--- src/rtl/machine_seq_detect.sv ---
// Serial pattern recogniser: compares the last LEN accepted bits against a
// loadable pattern, reports match progress and keeps a saturating match count.
module machine_seq_detect #(
   parameter int              LEN     = 4,
   parameter int              OVERLAP = 1,
   parameter int              CNT_W   = 8,
   parameter logic [LEN-1:0]  RST_PAT = 4'b1011,
   localparam int             SW      = $clog2(LEN + 1)
) (
   input  logic             CLK,
   input  logic             RESET,
   input  logic             x,
   input  logic             EN,
   input  logic             LOAD,
   input  logic [LEN-1:0]   PAT_IN,
   input  logic             CLR_CNT,
   output logic             F,
   output logic [SW-1:0]    S,
   output logic [CNT_W-1:0] COUNT,
   output logic             SAT
);

   logic [LEN-1:0]   pat_r, hist_r;
   logic [SW-1:0]    fill_r, s_r;
   logic             f_r, sat_r;
   logic [CNT_W-1:0] count_r;

   logic [LEN-1:0]   pat_d_s, hist_d_s, hist_nx_s;
   logic [SW-1:0]    fill_d_s, fill_nx_s, s_d_s;
   logic             f_d_s, hit_s;

   // Longest pattern prefix that ends the valid part of the history.
   function automatic logic [SW-1:0] progress(input logic [LEN-1:0] h,
                                              input logic [LEN-1:0] p,
                                              input logic [SW-1:0]  f);
      logic [SW-1:0]  best;
      logic [LEN-1:0] mask;
      best = '0;
      for (int k = 1; k <= LEN; k++) begin
         mask = {LEN{1'b1}} >> (LEN - k);
         if ((SW'(k) <= f) && ((h & mask) == (p >> (LEN - k)))) begin
            best = SW'(k);
         end else begin
            best = best;
         end
      end
      return best;
   endfunction

   // Next-state for pattern, history, fill, progress and match pulse.
   always_comb begin
      pat_d_s   = pat_r;
      hist_d_s  = hist_r;
      fill_d_s  = fill_r;
      s_d_s     = s_r;
      f_d_s     = 1'b0;
      hit_s     = 1'b0;
      hist_nx_s = {hist_r[LEN-2:0], x};
      fill_nx_s = (fill_r == SW'(LEN)) ? fill_r : fill_r + SW'(1);
      if (LOAD) begin
         pat_d_s  = PAT_IN;
         hist_d_s = '0;
         fill_d_s = '0;
         s_d_s    = '0;
      end else if (EN) begin
         hit_s = (fill_nx_s == SW'(LEN)) && (hist_nx_s == pat_r);
         f_d_s = hit_s;
         if ((OVERLAP == 0) && hit_s) begin
            hist_d_s = '0;
            fill_d_s = '0;
         end else begin
            hist_d_s = hist_nx_s;
            fill_d_s = fill_nx_s;
         end
         s_d_s = progress(hist_d_s, pat_r, fill_d_s);
      end else begin
         f_d_s = 1'b0;
      end
   end

   // Detection state registers.
   always_ff @(posedge CLK or negedge RESET) begin
      if (!RESET) begin
         pat_r  <= RST_PAT;
         hist_r <= '0;
         fill_r <= '0;
         s_r    <= '0;
         f_r    <= 1'b0;
      end else begin
         pat_r  <= pat_d_s;
         hist_r <= hist_d_s;
         fill_r <= fill_d_s;
         s_r    <= s_d_s;
         f_r    <= f_d_s;
      end
   end

   // Saturating match counter; clear beats a simultaneous hit.
   always_ff @(posedge CLK or negedge RESET) begin
      if (!RESET) begin
         count_r <= '0;
         sat_r   <= 1'b0;
      end else if (CLR_CNT) begin
         count_r <= '0;
         sat_r   <= 1'b0;
      end else if (hit_s && !sat_r) begin
         count_r <= count_r + CNT_W'(1);
         sat_r   <= ((count_r + CNT_W'(1)) == {CNT_W{1'b1}});
      end else begin
         count_r <= count_r;
         sat_r   <= sat_r;
      end
   end

   assign F     = f_r;
   assign S     = s_r;
   assign COUNT = count_r;
   assign SAT   = sat_r;

endmodule
--- config.mk ---
export PLATFORM = sky130hd
export DESIGN_NAME = machine_seq_detect
export DESIGN_NICKNAME = d
export VERILOG_FILES = /design/src/rtl/machine_seq_detect.sv
export SDC_FILE = /design/constraint.sdc
export NUM_CORES = 1
export LEC_CHECK = 0
export CORE_MARGIN = 5
export CORE_UTILIZATION = 39
export CTS_CLUSTER_SIZE = 25
export DETAILED_ROUTE_END_ITERATION = 8
export MAX_ROUTING_LAYER = met4
export PLACE_DENSITY = 0.6
export RECOVER_POWER = 100
export SLEW_MARGIN = 0
export SYNTH_ARGS = -nofsm -noshare
export SYNTH_HDL_FRONTEND = slang
export SYNTH_SLANG_ARGS = --single-unit
--- constraint.sdc ---
create_clock -name CLK -period 2.9 [get_ports CLK]
set_clock_uncertainty 0.1 [all_clocks]
set_input_delay 0.435 -clock CLK [delete_from_list [all_inputs] [get_ports CLK]]
set_output_delay 0.435 -clock CLK [all_outputs]
set_load 0.03 [all_outputs]
==> metrics.csv, run 1 <==
stage,metric,value,unit
clocking,clock transition at the registers of the reported paths,0.08,ns
clocking,hold buffers post-CTS,0,
run,max-capacitance violation count,0,
floorplanning,core footprint,3971,µm²
clocking,post-CTS repair timing setup buffer count,0,
synthesis,synthesized netlist net count,180,
floorplanning,DIE WIDTH,73.61,µm
clocking,clock insertion delay at the later pin of the skew report,0.27,ns
synthesis,cell type contributing the most total cell area after synthesis,sky130_fd_sc_hd__dfrtp_1,
drt,count of TritonRoute iterations in the first routing pass,4,
worst_setup_path,maximum net fanout on the critical path,15,
power,static power due to leakage,0.7987,nW
drt,DRT iter0 DRCs,64,
sta,aggregate negative setup slack,0,ns
status,result of the run,finished clean,
worst_setup_path,"setup slack, reg-to-reg",0.16,ns
worst_setup_path,largest stage delay on the critical path,0.53,ns
worst_setup_path,critical path data arrival time,2.79,ns
sta,final setup violating endpoints,0,
drt,routed wire length per instance,14.84,µm
worst_setup_path,family with the most delay on the worst path,simple AND/OR/NAND/NOR gates,
synthesis,number of register bits inferred by synthesis,23,
grt,wire length of the first global-routing pass,5.989,mm
sta,maximum clock rate,365.5,MHz
power,part of the power in registers,50.9,%
worst_setup_path,CP cell instances,inv_1 > ha_1 > and3b_1 > or4_1 > buf_4 > nor4_1 > mux2_1,
finish,Layout Nets,201,
worst_setup_path,startpoint types,flip-flop,
worst_setup_path,Required @ worst endpoint,2.96,ns
finish,most frequent standard cell in the layout excluding fill and tap cells,sky130_fd_sc_hd__dfrtp_1,
synthesis,post-synthesis async set-or-reset flop share,100.0,%
placement,placed wire-length estimate after detailed placement,2.588,mm
clocking,buffer levels on the longest clock path,2,
clocking,CTS tree,built,
sta,min cycle time layout,2.736,ns
clocking,number of gates resized after CTS,0,
placement,buffers added on ports,22,
sta,transition time at the pin with the least slew margin,1.270,ns
drt,DRC errors left,0,
synthesis,proportion of synthesized chip area in sequential cells,36.72,%
synthesis,Ys Warns,0,
floorplanning,Die Footprint,5418,µm²
clocking,count of clock tree sinks,23,
floorplanning,Rows,23,
grt,all-layer global routing usage,14.55,%
clocking,clock root buffer,sky130_fd_sc_hd__clkbuf_8,
sta,final hold violations,0,
synthesis,top-area cell type share of the netlist area,31.72,%
power,switching power share of the total,28.75,%
sta,worst hold margin,0.3897,ns
power,proportion of power drawn by combinational gates,19.9,%
sta,number of pins with negative max-slew slack in the final report,0,
grt,number of antenna violations at the first check in global routing,0,
synthesis,synth top area cells,"sky130_fd_sc_hd__dfrtp_1 (32%), sky130_fd_sc_hd__dfstp_2 (5.0%), sky130_fd_sc_hd__nor2_1 (4.3%)",
synthesis,number of flops mapped to enable cells by yosys,0,
power,areal power density over the cells,377.7,nW/µm²
grt,overflow left after global routing,0,
finish,Antenna diodes,0,
grt,vias in the first global route,1295,
drt,sum of routed wire length over all layers,3.503,mm
sta,Tcrit/Tclk final,94.35,%
synthesis,library cells used by synthesis,46,
synthesis,"Avg Cell Area, Syn",9.505,µm²
drt,number of vias after detailed routing,1292,
finish,layout overhead on the synthesized area,17.29,%
placement,Final Wtd Congestion,0.8871,
power,Switch Pwr,200.9,µW
drt,number of vias per cell,5.475,
hold_path,Hold Crit Class,flip-flop to flip-flop,
clocking,H-Tree Level Count,1,
finish,"commonest non-fill, non-tap cells in the layout","sky130_fd_sc_hd__dfrtp_1 (20), sky130_fd_sc_hd__nor2_1 (18), sky130_fd_sc_hd__dlygate4sd3_1 (16)",
power,Max rail drop VDD,194.2,µV
drt,Routed Antenna Nets,0,
floorplanning,number of top-level design ports,23,
synthesis,Synth Instances,166,
sta,unrepaired setup endpoints after global routing,no,
worst_setup_path,CP Capture Type,flip-flop,
floorplanning,die height,73.61,µm
worst_setup_path,buffers plus inverters on the worst setup path,2,
finish,share of final-layout standard cells stronger than drive strength 1,10.22,%
power,cell-internal power,497.9,µW
grt,pin count of the biggest net entering global routing,24,
synthesis,top_reg_cell synth,sky130_fd_sc_hd__dfrtp_1,
floorplanning,initial core utilization,39.73,%
worst_setup_path,cell with the biggest individual delay on the critical path,sky130_fd_sc_hd__or4_1,
sta,worst-case headroom to the max-slew limit,15.35,%
power,relative contribution of the clock network to total power,29.2,%
synthesis,post-synthesis instance area,1578,µm²
worst_setup_path,critical path start-end classification,flip-flop to flip-flop,
clocking,Inserted Clock Buffers,3,
[Yosys cell counts, drive strengths merged, types with 2 or more instances]
| cell | instances |
|---|---|
| inv | 7 |
| o31ai | 4 |
| mux2i | 5 |
| xor2 | 5 |
| or3 | 2 |
| clkbuf | 8 |
| nand3 | 3 |
| nand2 | 10 |
| a211oi | 2 |
| xnor2 | 6 |
| nor2b | 10 |
| or2 | 3 |
| o41ai | 2 |
| a21oi | 5 |
| buf | 4 |
| mux2 | 10 |
| dfrtp | 20 |
| or4 | 3 |
| nand3b | 2 |
| dfstp | 3 |
| ha | 4 |
| nor4 | 6 |
| nor2 | 18 |
| nand4 | 3 |
| nand2b | 6 |
[cells by family (layout without fill, tap and decap cells)]
family | Yosys count | count (layout) | share of synthesized area [%]
XOR/XNOR | 11 | 11 | 6.106
AO/OA/AOI/OAI | 22 | 22 | 11.02
adder cells (fa/ha/maj) | 4 | 4 | 3.172
flip-flops | 23 | 23 | 36.72
AND/OR/NAND/NOR | 72 | 72 | 27.44
multiplexers | 15 | 15 | 10.31
buffers and inverters | 19 | 39 | 5.234
[registers in the layout (all words and copies together), names as in the netlist]
name / flops
hist_r: 3
S: 3
fill_r: 3
COUNT: 8
pat_r: 4
SAT: 1
F: 1
[power by group through the flow]
stage | logic (mW) | registers, mW | clock network [mW]
after global routing | 0.155 | 0.359 | 0.228
after floorplan | 0.102 | 0.354 | 0
final | 0.139 | 0.356 | 0.204
after detailed placement | 0.146 | 0.362 | 0
after CTS | 0.146 | 0.356 | 0.215
after global placement | 0.141 | 0.360 | 0
[worst paths after layout]
kind | cells past startpoint | start | endpoint
worst max-delay path | 7 | fill_r[0] | COUNT[3]
worst min-delay path | 2 | S[1] | S[1]
worst max register to register | 7 | fill_r[0] | COUNT[3]
worst min register to register | 2 | S[1] | S[1]
max in group asynchronous | 2 | RESET | F
min in group asynchronous | 2 | RESET | COUNT[7]
[metrics by stage]
| stage | setup slack (ns) | total power, mW | instance area [µm²] | utilization (%) | cells |
|---|---|---|---|---|---|
| floorplan | 0.4086 | 0.4552 | 1578 | - | 166 |
| global placement | 0.3530 | 0.5013 | 1849 | 46.57 | 232 |
| detailed placement | 0.2366 | 0.5076 | 1849 | 46.57 | 232 |
| CTS | 0.2168 | 0.7166 | 1894 | 47.70 | 236 |
| global route | 0.06241 | 0.7420 | 1851 | 46.60 | 236 |
| finish | 0.1639 | 0.6989 | 1851 | 46.60 | 236 |
[layer usage]
layer / vias to the layer above / routed length (µm) / track usage (%)
met5: - / 0 / -
met4: 0 / 91 / 7.042
met3: 10 / 190 / 3.010
met2: 35 / 1648 / 24.11
met1: 619 / 1572 / 16.64
li1: 628 / - / -
[worst reg2reg max path, cell delays in order (launching register included)]
cell,delay (ns)
sky130_fd_sc_hd__dfrtp_1,0.43
sky130_fd_sc_hd__inv_1,0.12
sky130_fd_sc_hd__ha_1,0.24
sky130_fd_sc_hd__and3b_1,0.23
sky130_fd_sc_hd__or4_1,0.53
sky130_fd_sc_hd__buf_4,0.21
sky130_fd_sc_hd__nor4_1,0.41
sky130_fd_sc_hd__mux2_1,0.36
[final cells by class]
class	count	area (µm²)
fillers	390	2121
multi-input cells	124	883.3
flip-flops and latches	23	579.3
repair buffers	28	254.0
well taps	50	62.56
clock buffers	4	45.04
inverters	7	26.28
Power figures use the tool's default switching activity.
==> run 2, diff against run 1 <==
==> constraint.sdc (replaced) <==
create_clock -name CLK -period 2.9 [get_ports CLK]
set_clock_uncertainty 0.1 [all_clocks]
set_input_delay 0.29 -clock CLK [delete_from_list [all_inputs] [get_ports CLK]]
set_output_delay 0.29 -clock CLK [all_outputs]
set_load 0.03 [all_outputs]
==> metrics.csv, run 2 (same netlist as run 1, synthesis figures left out) <==
stage,metric,value,unit
clocking,count of clock tree sinks,23,
sta,aggregate negative setup slack,0,ns
worst_setup_path,critical path start-end classification,flip-flop to flip-flop,
worst_setup_path,CP Capture Type,flip-flop,
sta,min cycle time layout,2.670,ns
floorplanning,Rows,23,
clocking,clock transition at the registers of the reported paths,0.08,ns
grt,vias in the first global route,1310,
worst_setup_path,path depth of the worst reg2reg path,7,
floorplanning,number of top-level design ports,23,
floorplanning,DIE WIDTH,73.61,µm
power,Max rail drop VDD,164.3,µV
floorplanning,core footprint,3971,µm²
clocking,buffer levels on the longest clock path,2,
drt,count of TritonRoute iterations in the first routing pass,4,
worst_setup_path,critical path data arrival time,2.73,ns
finish,Antenna diodes,0,
power,switching power share of the total,28.38,%
worst_setup_path,capturing instance or port of the critical path,SAT,
finish,Layout Nets,201,
worst_setup_path,Required @ worst endpoint,2.96,ns
drt,DRC errors left,0,
placement,Cell Count Post-Placement,232,
drt,number of vias per cell,5.470,
worst_setup_path,launching point of the worst reg2reg path,fill_r[0],
power,part of the power in registers,51.2,%
sta,Tcrit/Tclk final,92.06,%
worst_setup_path,startpoint types,flip-flop,
grt,pin count of the biggest net entering global routing,24,
finish,non-filler instance count after layout,236,
worst_setup_path,"setup slack, reg-to-reg",0.23,ns
placement,placed wire-length estimate after detailed placement,2.557,mm
placement,buffers added on ports,22,
clocking,hold buffers post-CTS,0,
placement,Final Wtd Congestion,0.8841,
sta,post-layout worst setup margin,0.2304,ns
finish,share of final-layout standard cells stronger than drive strength 1,9.677,%
grt,all-layer global routing usage,14.53,%
floorplanning,initial core utilization,39.73,%
clocking,clock root buffer,sky130_fd_sc_hd__clkbuf_8,
power,areal power density over the cells,376.7,nW/µm²
worst_setup_path,reg-to-reg endpoint,SAT,
hold_path,Hold Crit Class,flip-flop to flip-flop,
drt,sum of routed wire length over all layers,3.415,mm
drt,number of vias after detailed routing,1291,
floorplanning,Die Footprint,5418,µm²
clocking,Inserted Clock Buffers,3,
grt,number of antenna violations at the first check in global routing,0,
sta,transition time at the pin with the least slew margin,1.301,ns
clocking,number of gates resized after CTS,0,
finish,"commonest non-fill, non-tap cells in the layout","sky130_fd_sc_hd__dfrtp_1 (20), sky130_fd_sc_hd__nor2_1 (18), sky130_fd_sc_hd__dlygate4sd3_1 (16)",
clocking,H-Tree Level Count,1,
power,cell-internal power,497.6,µW
clocking,CTS tree,built,
placement,standard cell area after detailed placement,1849,µm²
power,proportion of power drawn by combinational gates,20.0,%
power,relative contribution of the clock network to total power,28.8,%
sta,final hold violations,0,
floorplanning,die height,73.61,µm
sta,maximum clock rate,374.6,MHz
finish,Fillers,401,
drt,routed wire length per instance,14.47,µm
clocking,clock insertion delay at the later pin of the skew report,0.26,ns
clocking,post-CTS repair timing setup buffer count,0,
sta,worst-case headroom to the max-slew limit,13.28,%
finish,post-route cell area,1844,µm²
finish,"flip-flop count of the largest register, all copies and words added",8,
drt,DRT iter0 DRCs,80,
grt,overflow left after global routing,0,
finish,layout overhead on the synthesized area,16.89,%
placement,dpl ws,0.2607,ns
power,static power due to leakage,0.7987,nW
finish,most frequent standard cell in the layout excluding fill and tap cells,sky130_fd_sc_hd__dfrtp_1,
finish,share of the core filled with cells in the final layout,46.44,%
sta,number of pins with negative max-slew slack in the final report,0,
worst_setup_path,maximum net fanout on the critical path,15,
power,Switch Pwr,197.2,µW
drt,Routed Antenna Nets,0,
sta,final setup violating endpoints,0,
status,result of the run,finished clean,
grt,wire length of the first global-routing pass,6.078,mm
sta,unrepaired setup endpoints after global routing,no,
run,max-capacitance violation count,0,
worst_setup_path,Crit. Startpoint,fill_r[0],
[run 2: worst min path at each step]
stage | startpoint | to | cells past startpoint
global placement | S[1] | S[1] | 2
floorplan | RESET | COUNT[0] | 0
CTS | RESET | COUNT[7] | 2
detailed placement | S[1] | S[1] | 2
global route | S[1] | S[1] | 2
finish | S[1] | S[1] | 2
[run 2: area by class of cell]
cell class / count / area, µm² / share of cell area, %
clock buffers: 4 / 45.04 / 2.442
inverters: 7 / 26.28 / 1.425
flip-flops and latches: 23 / 579.3 / 31.41
well taps: 50 / 62.56 / 3.392
repair buffers: 28 / 254.0 / 13.77
multi-input cells: 124 / 877.1 / 47.56
[run 2: routing by layer]
layer / vias up / GRT usage, % / share of wire [%]
li1: 626 / - / -
met1: 621 / 17.58 / 44
met2: 38 / 23.92 / 49
met3: 6 / 2.736 / 5.3
met4: 0 / 5.433 / 1.6
met5: - / - / 0
[run 2: through the flow]
| step | total power [mW] | hold WS, ns |
|---|---|---|
| global route | 0.7409 | 0.4562 |
| global placement | 0.5019 | 0.3776 |
| floorplan | 0.4552 | -0.1056 |
| finish | 0.6948 | 0.3969 |
| CTS | 0.7122 | 0.2814 |
| detailed placement | 0.5083 | 0.3825 |
[run 2: power by group through the flow]
| stage | Sequential [mW] | Clock, mW | Combinational [mW] |
|---|---|---|---|
| after CTS | 0.356 | 0.210 | 0.147 |
| final | 0.356 | 0.200 | 0.139 |
| after detailed placement | 0.362 | 0 | 0.147 |
| after floorplan | 0.354 | 0 | 0.102 |
| after global routing | 0.359 | 0.226 | 0.156 |
| after global placement | 0.360 | 0 | 0.142 |
[run 2: worst max-delay path, stage by stage, from the launching register on]
cell and delay, ns:
sky130_fd_sc_hd__dfrtp_1 0.43, sky130_fd_sc_hd__inv_1 0.13, sky130_fd_sc_hd__ha_1 0.24, sky130_fd_sc_hd__and3b_1 0.22
sky130_fd_sc_hd__or4_1 0.51, sky130_fd_sc_hd__buf_4 0.20, sky130_fd_sc_hd__or3_4 0.38, sky130_fd_sc_hd__o41ai_1 0.35
